**config.mk**
```make
export PLATFORM = sky130hd
export DESIGN_NAME = analog_pin_scheduler
export DESIGN_NICKNAME = d
export VERILOG_FILES = /design/src/rtl/analog_pin_pkg.sv /design/src/rtl/analog_pin_scheduler_sync.sv /design/src/rtl/analog_pin_scheduler.sv
export SDC_FILE = /design/constraint.sdc
export NUM_CORES = 1
export LEC_CHECK = 0
export CORE_ASPECT_RATIO = 0.7
export CORE_UTILIZATION = 35
export CTS_CLUSTER_DIAMETER = 50
export CTS_CLUSTER_SIZE = 20
export DETAILED_ROUTE_END_ITERATION = 7
export PLACE_DENSITY_LB_ADDON = 0.05
export SLEW_MARGIN = 20
export SYNTH_ARGS = -nofsm -noshare
export SYNTH_HDL_FRONTEND = slang
export SYNTH_SLANG_ARGS = --single-unit
```
**constraint.sdc**
```tcl
create_clock -name clk -period 2.75 [get_ports clk]
set_clock_uncertainty 0.1 [all_clocks]
set_input_delay 0.825 -clock clk [delete_from_list [all_inputs] [get_ports clk]]
set_output_delay 0.825 -clock clk [all_outputs]
set_load 0.01 [all_outputs]
```
**src/rtl/analog_pin_pkg.sv**
```systemverilog
// analog_pin_pkg: shared widths, scheduler state type and the 2-of-3 majority vote.
package analog_pin_pkg;
    localparam int DIG_W = 12;
    localparam int ANA_W = 6;
    typedef enum logic [1:0] {IDLE, DRIVE, SAMPLE, RESP} sched_state_t;
    function automatic logic [ANA_W-1:0] maj3(input logic [ANA_W-1:0] a, input logic [ANA_W-1:0] b,
                                              input logic [ANA_W-1:0] c);
        return (a & b) | (a & c) | (b & c);
    endfunction
endpackage

```
**src/rtl/analog_pin_scheduler_sync.sv**
```systemverilog
// pin_sync: 2-flop synchronizer with synchronous reset for asynchronous fabric returns.
module pin_sync #(
    parameter int W = 1
) (
    input  logic         clk,
    input  logic         rst,
    input  logic [W-1:0] d,
    output logic [W-1:0] q
);
    logic [W-1:0] meta;
    always_ff @(posedge clk) begin
        if (rst) begin
            meta <= '0;
            q    <= '0;
        end else begin
            meta <= d;
            q    <= meta;
        end
    end
endmodule

```
**src/rtl/analog_pin_scheduler.sv**
```systemverilog
// analog_pin_scheduler: drives a pattern, settles, majority-votes 3 analog samples, returns result.
// Optional error counter ports err_clr/err_count when ANALOG_SCHED_ERRCNT_EN is defined.
module analog_pin_scheduler
    import analog_pin_pkg::*;
#(
    parameter int               SETTLE_CYCLES = 8,
    parameter logic [DIG_W-1:0] PARK_VALUE    = 12'h000
) (
    input  logic             clk,
    input  logic             rst,
    input  logic             req_valid,
    output logic             req_ready,
    input  logic [DIG_W-1:0] req_pattern,
    input  logic [ANA_W-1:0] req_expect,
    output logic             rsp_valid,
    input  logic             rsp_ready,
    output logic [ANA_W-1:0] rsp_sample,
    output logic             rsp_mismatch,
    output logic [DIG_W-1:0] pin_digital,
    input  logic [ANA_W-1:0] pin_analog,
`ifdef ANALOG_SCHED_ERRCNT_EN
    input  logic             err_clr,
    output logic [15:0]      err_count,
`endif
    output logic             busy
);
    localparam int CW = $clog2(SETTLE_CYCLES);

    generate
        if (SETTLE_CYCLES < 3) begin : g_bad_settle
            $error("analog_pin_scheduler: SETTLE_CYCLES must be >= 3");
        end
    endgenerate

    sched_state_t     state;
    logic [CW-1:0]    cnt;
    logic [1:0]       scnt;
    logic [ANA_W-1:0] sync, s0, s1, expv, vote;

    pin_sync #(.W(ANA_W)) u_sync (.clk(clk), .rst(rst), .d(pin_analog), .q(sync));

    // third sample is taken straight from the synchronizer so the vote registers on the last SAMPLE edge
    assign vote = maj3(s0, s1, sync);

    always_ff @(posedge clk) begin
        if (rst) begin
            state        <= IDLE;
            pin_digital  <= PARK_VALUE;
            req_ready    <= 1'b1;
            rsp_valid    <= 1'b0;
            rsp_sample   <= '0;
            rsp_mismatch <= 1'b0;
            busy         <= 1'b0;
            cnt          <= '0;
            scnt         <= '0;
            s0           <= '0;
            s1           <= '0;
            expv         <= '0;
        end else begin
            case (state)
                IDLE: if (req_valid) begin
                    pin_digital <= req_pattern;
                    expv        <= req_expect;
                    cnt         <= CW'(SETTLE_CYCLES - 1);
                    req_ready   <= 1'b0;
                    busy        <= 1'b1;
                    state       <= DRIVE;
                end
                DRIVE: if (cnt == '0) begin
                    scnt  <= '0;
                    state <= SAMPLE;
                end else begin
                    cnt <= cnt - 1'b1;
                end
                SAMPLE: begin
                    scnt <= scnt + 1'b1;
                    if (scnt == 2'd0) s0 <= sync;
                    if (scnt == 2'd1) s1 <= sync;
                    if (scnt == 2'd2) begin
                        rsp_sample   <= vote;
                        rsp_mismatch <= vote != expv;
                        rsp_valid    <= 1'b1;
                        state        <= RESP;
                    end
                end
                RESP: if (rsp_ready) begin
                    rsp_valid   <= 1'b0;
                    pin_digital <= PARK_VALUE;
                    req_ready   <= 1'b1;
                    busy        <= 1'b0;
                    state       <= IDLE;
                end
                default: state <= IDLE;
            endcase
        end
    end

`ifdef ANALOG_SCHED_ERRCNT_EN
    always_ff @(posedge clk) begin
        if (rst || err_clr) err_count <= '0;
        else if (rsp_valid && rsp_ready && rsp_mismatch && err_count != 16'hFFFF) err_count <= err_count + 1'b1;
    end
`endif
endmodule
```
Yosys cells after proc, flatten, opt, wreduce, memory -nomap -nowiden --
Cells that the tools add are included.
Storage, ports and cells: output and inout bits 22, register bits after elaboration 59
Cells by class: reduce and logical (&&, ||, !) cells 16, eq/ne operators 11, $add $sub $neg 2, muxes and demuxes 21, bitwise logic cells 5
Operator list (count):
- 12-bit two-way mux | 2
- 12-bit one-hot mux with 2 select lines | 1
- 6-bit AND | 3
- 6-bit bitwise OR | 2
- 2-bit two-way mux | 5
- 2-bit inequality test (second input constant) | 5
- 2-bit AND reduction | 5
- 3-bit AND reduction | 3
- 2-bit one-hot mux with 4 select lines | 1
- 2-bit nonzero test | 4
- 2-bit == test (second input constant) | 3
- 3-bit two-way mux | 2
- 6-bit inequality test | 1
- 1-bit one-hot mux with 2 select lines | 3
- 3-bit one-hot mux with 2 select lines | 1
- 1-bit two-way mux | 5
- 2-bit by 1-bit == test with 1-bit output (second input constant) | 2
- 2-bit zero test | 2
- 2-bit one-hot mux with 2 select lines | 1
- 4-bit AND reduction | 1
- 3-bit zero test | 1
- 3-bit by 1-bit subtractor with 3-bit output (second input constant) | 1
- 2-bit by 1-bit adder with 2-bit output (second input constant) | 1

Depth between registers and ports, before layout --
Gate-level depths: netlist (run 1).
word-level depth 4, depth in mapped cells 8, depth with buffers taken out 7

By module --
A second synthesis (run 1) with hierarchy kept.
Second synthesis, totals: cell total of the unflattened synthesis 272, area total of the unflattened synthesis 2508.7 µm²
By module, submodules not included:
- analog_pin_scheduler | area an instance 2142.1 µm², sequential area each 940.9 µm², instances 1, cells each 247
- pin_sync | area an instance 366.6 µm², sequential area each 240.2 µm², instances 1, cells each 25

Worst setup path before layout (run 1) --
OpenSTA, ideal clock, no wires.
path type input port to flip-flop, start point input port req_valid, end point register pin_digital[0], library setup time 128 ps, data arrival time 1703 ps, setup slack 820 ps, required time 2522 ps, path buffers 2, stages on the path 6, cells stage by stage buf_4 nor2b_4 or3_4 buf_6 a22oi_2 nor2_1
On the way: longest elaborated chain between the ends 2
RTL lines:
- start, declared | RTL line analog_pin_scheduler.sv:11 | input logic req_valid,
- 2-bit inequality test (no line)
- 3-bit AND reduction (no line)
- end signal, assigned | RTL line analog_pin_scheduler.sv:62 | pin_digital <= req_pattern;
- end, declared | RTL line analog_pin_scheduler.sv:19 | output logic [DIG_W-1:0] pin_digital,
No other way between the ends. A chain may end at the register's enable or synchronous reset.

Worst setup path in the final report (run 1) --
start point register rsp_valid, end point output port rsp_valid
RTL lines:
- start, declared | RTL line analog_pin_scheduler.sv:15 | output logic rsp_valid,
- start signal, assigned | RTL line analog_pin_scheduler.sv:50 | rsp_valid <= 1'b0;
- start signal, assigned | RTL line analog_pin_scheduler.sv:82 | rsp_valid <= 1'b1;
- start signal, assigned | RTL line analog_pin_scheduler.sv:87 | rsp_valid <= 1'b0;
No word-level cell between the ends.

==> results of run 1 <==
[per-stage QoR]
| step | utilization | cells | hold WS, ns | setup slack [ns] | area [um^2] |
|---|---|---|---|---|---|
| 3_5_place_dp | 0.4469 | 402 | 0.3254 | 0.3247 | 3005 |
| 5_1_grt | 0.4770 | 418 | 0.3604 | 0.5366 | 3208 |
| 3_3_place_gp | 0.4469 | 402 | 0.3183 | 0.3247 | 3005 |
| 6_report | 0.4770 | 418 | 0.3402 | 0.5952 | 3208 |
| 4_1_cts | 0.4770 | 418 | 0.3432 | 0.5634 | 3208 |
| 2_1_floorplan | - | 267 | 0.3138 | 0.8198 | 2434 |
[placed cells by master (no fill, tap or decap), types with 2 or more instances in the layout]
master           netlist  final
clkbuf_8               0     10
clkinv_4               0      2
nor3_1                 5      5
a221oi_1               3      3
nor2b_1               16     16
nand2b_1               4      4
nand3_1               19     19
nor2_1                39     39
buf_4                  2      6
o21ai_0                2      2
a211oi_1               2      2
xnor2_1                3      3
clkinv_2               0      2
a22oi_1                3      3
inv_1                  7      7
clkdlybuf4s50_1        0     48
dfxtp_1               59     59
a22oi_2               10     10
a21oi_1               23     23
nand2_1               28     28
maj3_1                 5      5
ha_1                  10     10
[how the worst min path moves through the flow]
stage	start	to	slack [ns]	cells past startpoint
after floorplan	u_sync.meta[0]$_SDFF_PP0_	u_sync.q[0]$_SDFF_PP0_	0.31	1
final	u_sync.meta[0]$_SDFF_PP0_	u_sync.q[0]$_SDFF_PP0_	0.34	1
after detailed placement	u_sync.meta[0]$_SDFF_PP0_	u_sync.q[0]$_SDFF_PP0_	0.33	1
after global routing	u_sync.meta[5]$_SDFF_PP0_	u_sync.q[5]$_SDFF_PP0_	0.36	1
after global placement	u_sync.meta[1]$_SDFF_PP0_	u_sync.q[1]$_SDFF_PP0_	0.32	1
after CTS	u_sync.meta[0]$_SDFF_PP0_	u_sync.q[0]$_SDFF_PP0_	0.34	1
[routing by layer]
| metal | GRT usage | routed length (um) | part of all wire | vias up |
|---|---|---|---|---|
| met5 | 0 | 0 | 0 | - |
| li1 | - | - | - | 1016 |
| met3 | 0.06634 | 310 | 0.059 | 7 |
| met4 | 0.04831 | 50 | 0.0096 | 0 |
| met1 | 0.2232 | 2787 | 0.53 | 877 |
| met2 | 0.2215 | 2080 | 0.40 | 42 |
[power breakdown]
part	switching, mW	leakage, nW	internal, mW
Sequential	0.0749	0.482	0.969
Clock	0.352	0.102	0.442
Combinational	0.470	0.592	0.404
[layout make-up]
class | instances | area (um^2)
clock inverter | 6 | 65.06
tap | 94 | 117.6
timing repair buffer | 55 | 530.5
clock buffer | 10 | 137.6
fill | 672 | 3517
multi-input combinational | 187 | 1150
sequential | 59 | 1181
inverter | 7 | 26.28
[worst register-to-register path, stage by stage (launching register included)]
cell and delay (ns):
dfxtp_1 0.38, inv_1 0.10, ha_1 0.33, nor2b_4 0.19, or3_4 0.50, nor2b_1 0.17, o21bai_1 0.11
[registers in the layout (all words and copies together), names as in the netlist]
name and count:
s1 6, cnt 3, scnt 2, s0 6
u_sync.meta 6, pin_digital 12, req_ready 1, expv 6
u_sync.q 6, busy 1, state 2, rsp_valid 1
rsp_mismatch 1, rsp_sample 6
[kinds of logic (layout without fill, tap and decap cells)]
logic type      count (synthesis)  count (layout)  share of synthesized area
mux                             2               2                   0.008740
simple gates                  118             118                     0.2308
buf+inv                        21              78                    0.04216
xor+xnor                        3               3                    0.01080
flops                          59              59                     0.4853
fa+ha+maj                      15              15                    0.07198
compound gates                 49              49                     0.1501
==> impl_metrics.toml, run 1 <==
[global_route]
grt_pass1_wl_um = 8921
grt_overflow_total = 0
grt_antenna_before_repair = 0
grt_pass1_vias = 1900
gr-usage-all-layers = 0.1597
grt_max_degree = 25

[worst_setup_path]
r2r-end = "req_ready$_SDFFE_PP1P_"
cp_num_buf_inv = 1
required_ns = 1.83
crit_type = "flop to output port"
critPathSlowestCell = "clkdlybuf4s50_1"
cp-endpoint = "rsp_valid"
cp_num_cells = 1
crit_chain = "clkdlybuf4s50_1"
crit_path_end_kind = "output port"
crit_fanout = 3
r2r_setup_slack_ns = 0.80
slowest_delay_ns = 0.55
path_delay_family = "buffers and inverters"
startpoint = "rsp_valid$_SDFFE_PP0P_"
reg2reg_depth = 6
r2r_start = "state[0]$_SDFFE_PP0P_"
worstSetupStartpointType = "flop"
worstPathArrival_ns = 1.23

[routing]
vias_per_cell = 4.646
ant_nets = 0
dr_total_vias = 1942
drc = 0
drt-total-wl_um = 5229
drt-pass1-iter-count = 4
post_drt_wl_per_cell_um = 12.51
drt-initial-drc-count = 74

[logic_synthesis]
synth_top_area_share = 0.4853
synth_flop_cell = "dfxtp_1"
synth-seq-cells = 59
yosysMostFrequentCell = "dfxtp_1"
synthCells = 267
synth_nets = 305
synthesis.area_um2 = 2434
yosys-top-cells-area = "dfxtp_1 (49%), nor2_1 (6.0%), a22oi_2 (5.1%)"
yosysTopAreaCell = "dfxtp_1"
synthTopCellsByCount = "dfxtp_1 (59), nor2_1 (39), nand2_1 (28)"
yosysUniqueCellTypes = 37
synth.yosys.seq_area_share = 0.4853
avgSynthCellArea_um2 = 9.115
synth_edf_count = 0
yosysWarningCount = 0
synthArstFlopShare = 0

[sta]
fmax_mhz = 464.1
finalCriticalPeriod_ns = 2.155
finalSetupTns_ns = 0
finalMaxSlewViolations = 0
final-hold-violation-count = 0
worstMarginPinSlew_ns = 0.4280
rsz0062_at_grt = "false"
relSlewSlack = 0.7147
post-route-period-util = 0.7836
setup-violations-final = 0

[clock_tree]
clk_pin_slew_ns = 0.07
cts.sinks = 59
ctsHoldBuffers = 0
htreeDepth = 3
cts-root-buf = "clkbuf_8"
cts_setup_buffers = 0
cts_tree = "built"
cts_resized = 0
cts_max_path_buffers = 2
clkLatencyLatePin_ns = 0.34
cts_buffers = 9

[placed_design]
routabilityCongestion = 0.7905
port_buffers = 49
hpwl_um = 3694

[job]
cap_violations = 0

[pwr]
leakage_nw = 1.176
powerDensity_nw_per_um2 = 845.4
power_mw = 2.712
irDropWorstVdd_uv = 279.0

[floorplanning]
die_x_um = 101.7
io-pin-count = 50
core_um2 = 6725
num_rows = 25
die_h_um = 71.77
start_util = 0.3619
die_area_um2 = 7296

[outcome]
status = "finished, final reports clean"

[finish]
drive_above_1_share = 0.1173
antennaDiodeCount = 0
syn_to_final_growth_pct = 31.83
final_net_count = 357

[hold_path]
hold_path.class = "flop to flop"
No activity file was read; power rests on OpenSTA's default activity.
==> run 2: changes to the inputs <==
- clock period: 2.75 -> 1.8 ns (I/O delays scaled with it)
==> impl_metrics.toml, run 2 (synthesis gave the netlist of run 1 again) <==
[finish]
final_util = 0.4874
drive_above_1_share = 0.1390
num-fill-cells = 686
final_net_count = 364
syn_to_final_growth_pct = 34.70
antennaDiodeCount = 0
final_common_cell = "dfxtp_1"
stdcell_area_um2 = 3278
largest_register = "pin_digital"
largest_reg_flops = 12
layout_common_cells = "dfxtp_1 (57), nor2_1 (39), nand2_1 (28)"
instances_no_fill = 425

[worst_setup_path]
required_ns = 1.92
crit_type = "flop to flop"
r2r_start = "state[0]$_SDFFE_PP0P_"
crit_path_end_kind = "flop"
worstSetupStartpointType = "flop"
crit_fanout = 14
slowest_delay_ns = 0.50
r2r-end = "pin_digital[7]$_SDFFE_PP0P_"
startpoint = "state[0]$_SDFFE_PP0P_"
reg2reg_depth = 6
crit_chain = "inv_1 > ha_2 > nor2b_4 > or3_4 > a22oi_1 > nor2_1"
worstPathArrival_ns = 1.84
critPathSlowestCell = "or3_4"
r2r_setup_slack_ns = 0.07
cp-endpoint = "pin_digital[7]$_SDFFE_PP0P_"

[sta]
finalSetupTns_ns = 0
fin_hold_ws_ns = 0.3374
fmax_mhz = 579.3
worst_slack_ns = 0.07366
rsz0062_at_grt = "false"
finalMaxSlewViolations = 0
worstMarginPinSlew_ns = 0.3557
setup-violations-final = 0
post-route-period-util = 0.9591
finalCriticalPeriod_ns = 1.726
relSlewSlack = 0.7628
final-hold-violation-count = 0

[job]
cap_violations = 0

[clock_tree]
htreeDepth = 3
clkLatencyLatePin_ns = 0.33
cts.sinks = 59
cts_tree = "built"
cts_max_path_buffers = 2
ctsHoldBuffers = 0
cts-root-buf = "clkbuf_8"
cts_buffers = 9
clk_pin_slew_ns = 0.06

[placed_design]
placed_cells = 408
dp_slack_ns = -0.3172
routabilityCongestion = 0.7587
hpwl_um = 3641
place_area_um2 = 3089
port_buffers = 49

[pwr]
p_clk_frac = 0.272
power_mw = 4.226
irDropWorstVdd_uv = 535.6
internal_power_mw = 2.884
switching_share = 0.3175
powerDensity_nw_per_um2 = 1289
leakage_nw = 1.320
p_sw_mw = 1.342
seqPwrFrac = 0.378
combPwrFrac = 0.350

[global_route]
gr-usage-all-layers = 0.1573
grt_overflow_total = 0
grt_antenna_before_repair = 0
grt_pass1_wl_um = 8638
grt_max_degree = 32
grt_pass1_vias = 1754

[floorplanning]
die_x_um = 101.7
io-pin-count = 50
num_rows = 25
die_area_um2 = 7296
core_um2 = 6725
start_util = 0.3619
die_h_um = 71.77

[outcome]
status = "finished, final reports clean"

[routing]
drt-pass1-iter-count = 4
vias_per_cell = 4.621
post_drt_wl_per_cell_um = 12.08
dr_total_vias = 1964
drt-initial-drc-count = 84
drt-total-wl_um = 5133
ant_nets = 0
drc = 0

[hold_path]
min_from = "u_sync.meta[2]$_SDFF_PP0_"
hold_path.class = "flop to flop"
[run 2: changes by cell type in the layout (fill, tap and decap cells not counted), moves of 2 or more]
cell,delta
buf_12,+3
dfxtp_1,-2
buf_4,+3
dfxtp_2,+2
clkbuf_1,+4
dlygate4sd2_1,+22
clkdlybuf4s50_1,-23
clkinv_4,-2
[run 2: area by class of cell]
class / instances / area, um^2 / share of cell area
clock buffer: 14 / 152.6 / 0.04656
inverter: 7 / 26.28 / 0.008015
clock inverter: 2 / 35.03 / 0.01069
tap: 94 / 117.6 / 0.03588
timing repair buffer: 62 / 599.3 / 0.1828
sequential: 59 / 1184 / 0.3611
multi-input combinational: 187 / 1164 / 0.3550
[run 2: per-layer routing]
| metal | global-route usage | vias to the layer above | routed length (um) |
|---|---|---|---|
| li1 | - | 1029 | - |
| met4 | 0.06280 | 0 | 79 |
| met5 | 0 | - | 0 |
| met3 | 0.05951 | 8 | 324 |
| met2 | 0.1989 | 45 | 1931 |
| met1 | 0.2337 | 882 | 2797 |
[run 2: what timing repair did]
action                                  4_1_cts  5_1_grt
endpoints found under the setup margin       22       10
gates resized for setup                      22        6
buffers inserted                              0        1
[run 2: critical path, delay by kind of cell, from the launching register on]
family                   cells  cell delay (ns)
AND/OR/NAND/NOR              3             0.69
flip-flops                   1             0.35
adder cells (fa/ha/maj)      1             0.20
AO/OA/AOI/OAI                1             0.19
buffers and inverters        1             0.08
[run 2: how the worst min path moves through the flow]
| stage | endpoint | cells after the start |
|---|---|---|
| detailed placement | u_sync.q[2]$_SDFF_PP0_ | 1 |
| global route | u_sync.q[2]$_SDFF_PP0_ | 1 |
| floorplan | u_sync.q[0]$_SDFF_PP0_ | 1 |
| finish | u_sync.q[2]$_SDFF_PP0_ | 1 |
| CTS | u_sync.q[2]$_SDFF_PP0_ | 1 |
| global placement | u_sync.q[0]$_SDFF_PP0_ | 1 |
[run 2: power by group through the flow]
| stage | clock, mW | combinational (mW) | sequential (mW) |
|---|---|---|---|
| floorplan | 0 | 0.990 | 1.64 |
| global placement | 0 | 1.46 | 1.63 |
| detailed placement | 0 | 1.46 | 1.63 |
| CTS | 1.19 | 1.42 | 1.59 |
| global route | 1.26 | 1.65 | 1.62 |
| finish | 1.15 | 1.48 | 1.60 |
==> run 3: changes to the inputs <==
- HOLD_SLACK_MARGIN: not set -> 0.08
- SLEW_MARGIN: 20 -> not set
==> results of run 3 <==
Final layout, timing and power as in run 2 (identical DEF).
==> edit, RTL diff (config.mk and constraints of run 3) <==
`ANA_W`: 6 -> 12.
--- a/src/rtl/analog_pin_pkg.sv
+++ b/src/rtl/analog_pin_pkg.sv
@@ -1,7 +1,7 @@
 // analog_pin_pkg: shared widths, scheduler state type and the 2-of-3 majority vote.
 package analog_pin_pkg;
     localparam int DIG_W = 12;
-    localparam int ANA_W = 6;
+    localparam int ANA_W = 12;
     typedef enum logic [1:0] {IDLE, DRIVE, SAMPLE, RESP} sched_state_t;
     function automatic logic [ANA_W-1:0] maj3(input logic [ANA_W-1:0] a, input logic [ANA_W-1:0] b,
                                               input logic [ANA_W-1:0] c);
Ports: changed (resized pin_analog, req_expect and rsp_sample); port bits go from 50 to 68. No check against the original RTL was run, so the function may have changed too.
==> edit against run 3 <==
Design area increased by 51%; setup slack improved by 0.017 ns; power grew 45%; critical path depth did not move; via count rose by 56%; sequential cell count up 36; count of clock-buffer cells in the layout fell by 4; synthesized area increased by 55%; synthesized cell count increased by 60%; routed wire length is 77% higher; die area grew 53%; fmax rose by 0.99%; sequential share of layout area up 2.3 points; critical path type unchanged.
==> edit: results (changes against run 3) <==
• **result of the run** complete, no violations
• **worst-case setup margin in the final layout** 0.0905 ns, +0.0169 ns
• **share of synthesized area occupied by flip-flops and latches** 50.5%, +1.9 points
• **fraction of layout cells with a size suffix above 1** 11.9%, -2.0 points
• **smallest hold slack** 0.338 ns, +0.000403 ns
• **sequential cell area** 1900 sq um, +61%
• **DRC marker count from the first detailed-route iteration** 162, +93%
• **master cell of the clock root buffer** sky130_fd_sc_hd__clkbuf_16
• **total nets after synthesis** 475, +56%
• **worst-path cell with the longest stage delay** sky130_fd_sc_hd__dfxtp_1
• **DR WL/cell** 14.3 um, +18%
• **Post-synth top cells** 95 x sky130_fd_sc_hd__dfxtp_1, 81 x sky130_fd_sc_hd__nand2_1, 49 x sky130_fd_sc_hd__nor2_1
• **launching point of the worst reg2reg path** state[1]
• **Via density** 4.83, +4.5%
• **final RePlAce weighted congestion** 0.764, +0.66%
• **main area contributors after synthesis** sky130_fd_sc_hd__dfxtp_1 50%, sky130_fd_sc_hd__nand2_1 8.1%, sky130_fd_sc_hd__a21oi_1 5.2%
• **count of fill cells added during filler insertion** 1031, +50%
• **total number of nets in the final design** 548, +51%
• **synth unique cells** 49, +32%
• **pre-CTS setup slack** -0.270 ns, +0.0476 ns
• **Worst-Margin Slew** 0.354 ns, -0.00195 ns
• **end point of the most critical hold path** u_sync.q[4]
• **placed cell count** 619, +52%
• **end of the worst register-to-register path** req_ready
• **Hold Crit Start** u_sync.meta[4]
• **port bufs** 67, +37%
• **Worst path top cell family by delay** compound AO/OA/AOI/OAI gates
• **Finished Layout Cells** 636, +50%
• **critical path fanouts, max** 7, -7
• **Overall Global Routing Usage** 17.2%, +1.5 points
• **insertion delay of the later-clocked pin in the worst-skew pair** 0.35 ns, +0.02 ns
• **worst ir drop on vdd** 0.445 mV, -17%
==> edit: cell families (layout without fill, tap and decap cells) <==
| kind of cell | after synthesis | in the layout | share of synthesized area, % |
|---|---|---|---|
| simple gates | 184 | 184 | 22.1 |
| flops | 95 | 95 | 50.5 |
| compound gates | 91 | 92 | 17.1 |
| buf+inv | 34 | 111 | 3.88 |
| fa+ha+maj | 16 | 16 | 4.98 |
| xor+xnor | 4 | 4 | 0.930 |
| mux | 2 | 2 | 0.564 |
==> edit: worst max-delay path by stage <==
stage | startpoint | end
final | state[1] | req_ready
after detailed placement | req_valid | req_ready
after global routing | state[1] | req_ready
after global placement | req_valid | req_ready
after floorplan | state[0] | pin_digital[2]
after CTS | state[0] | rsp_mismatch
==> edit: repair_timing <==
item / 4_1_cts / 5_1_grt
gates cloned: 0 / 1
endpoints found under the hold margin: 0 / 0
pin swaps: 0 / 1
endpoints found under the setup margin: 28 / 22
resized for setup: 28 / 7
==> edit: metal layers <==
| layer | global-route usage, % | part of all wire, % |
|---|---|---|
| met5 | 0 | 0 |
| met4 | 5.59 | 1.3 |
| met3 | 5.20 | 7.0 |
| met2 | 23.8 | 38 |
| met1 | 25.3 | 54 |
==> edit: cell type report <==
cell class / instances / area share [%]
clock buffers: 10 / 4.82
clock inverters: 6 / 1.01
inverters: 13 / 0.984
multi-input cells: 298 / 35.5
flip-flops and latches: 95 / 38.4
well taps: 132 / 3.33
repair buffers: 82 / 16.0
==> edit: power by group <==
group | switching, mW | internal, mW | leakage (nW)
sequential | 0.174 | 2.33 | 0.776
clock | 0.849 | 0.996 | 0.142
combinational | 0.956 | 0.826 | 1.01
total | 1.98 | 4.15 | 1.92
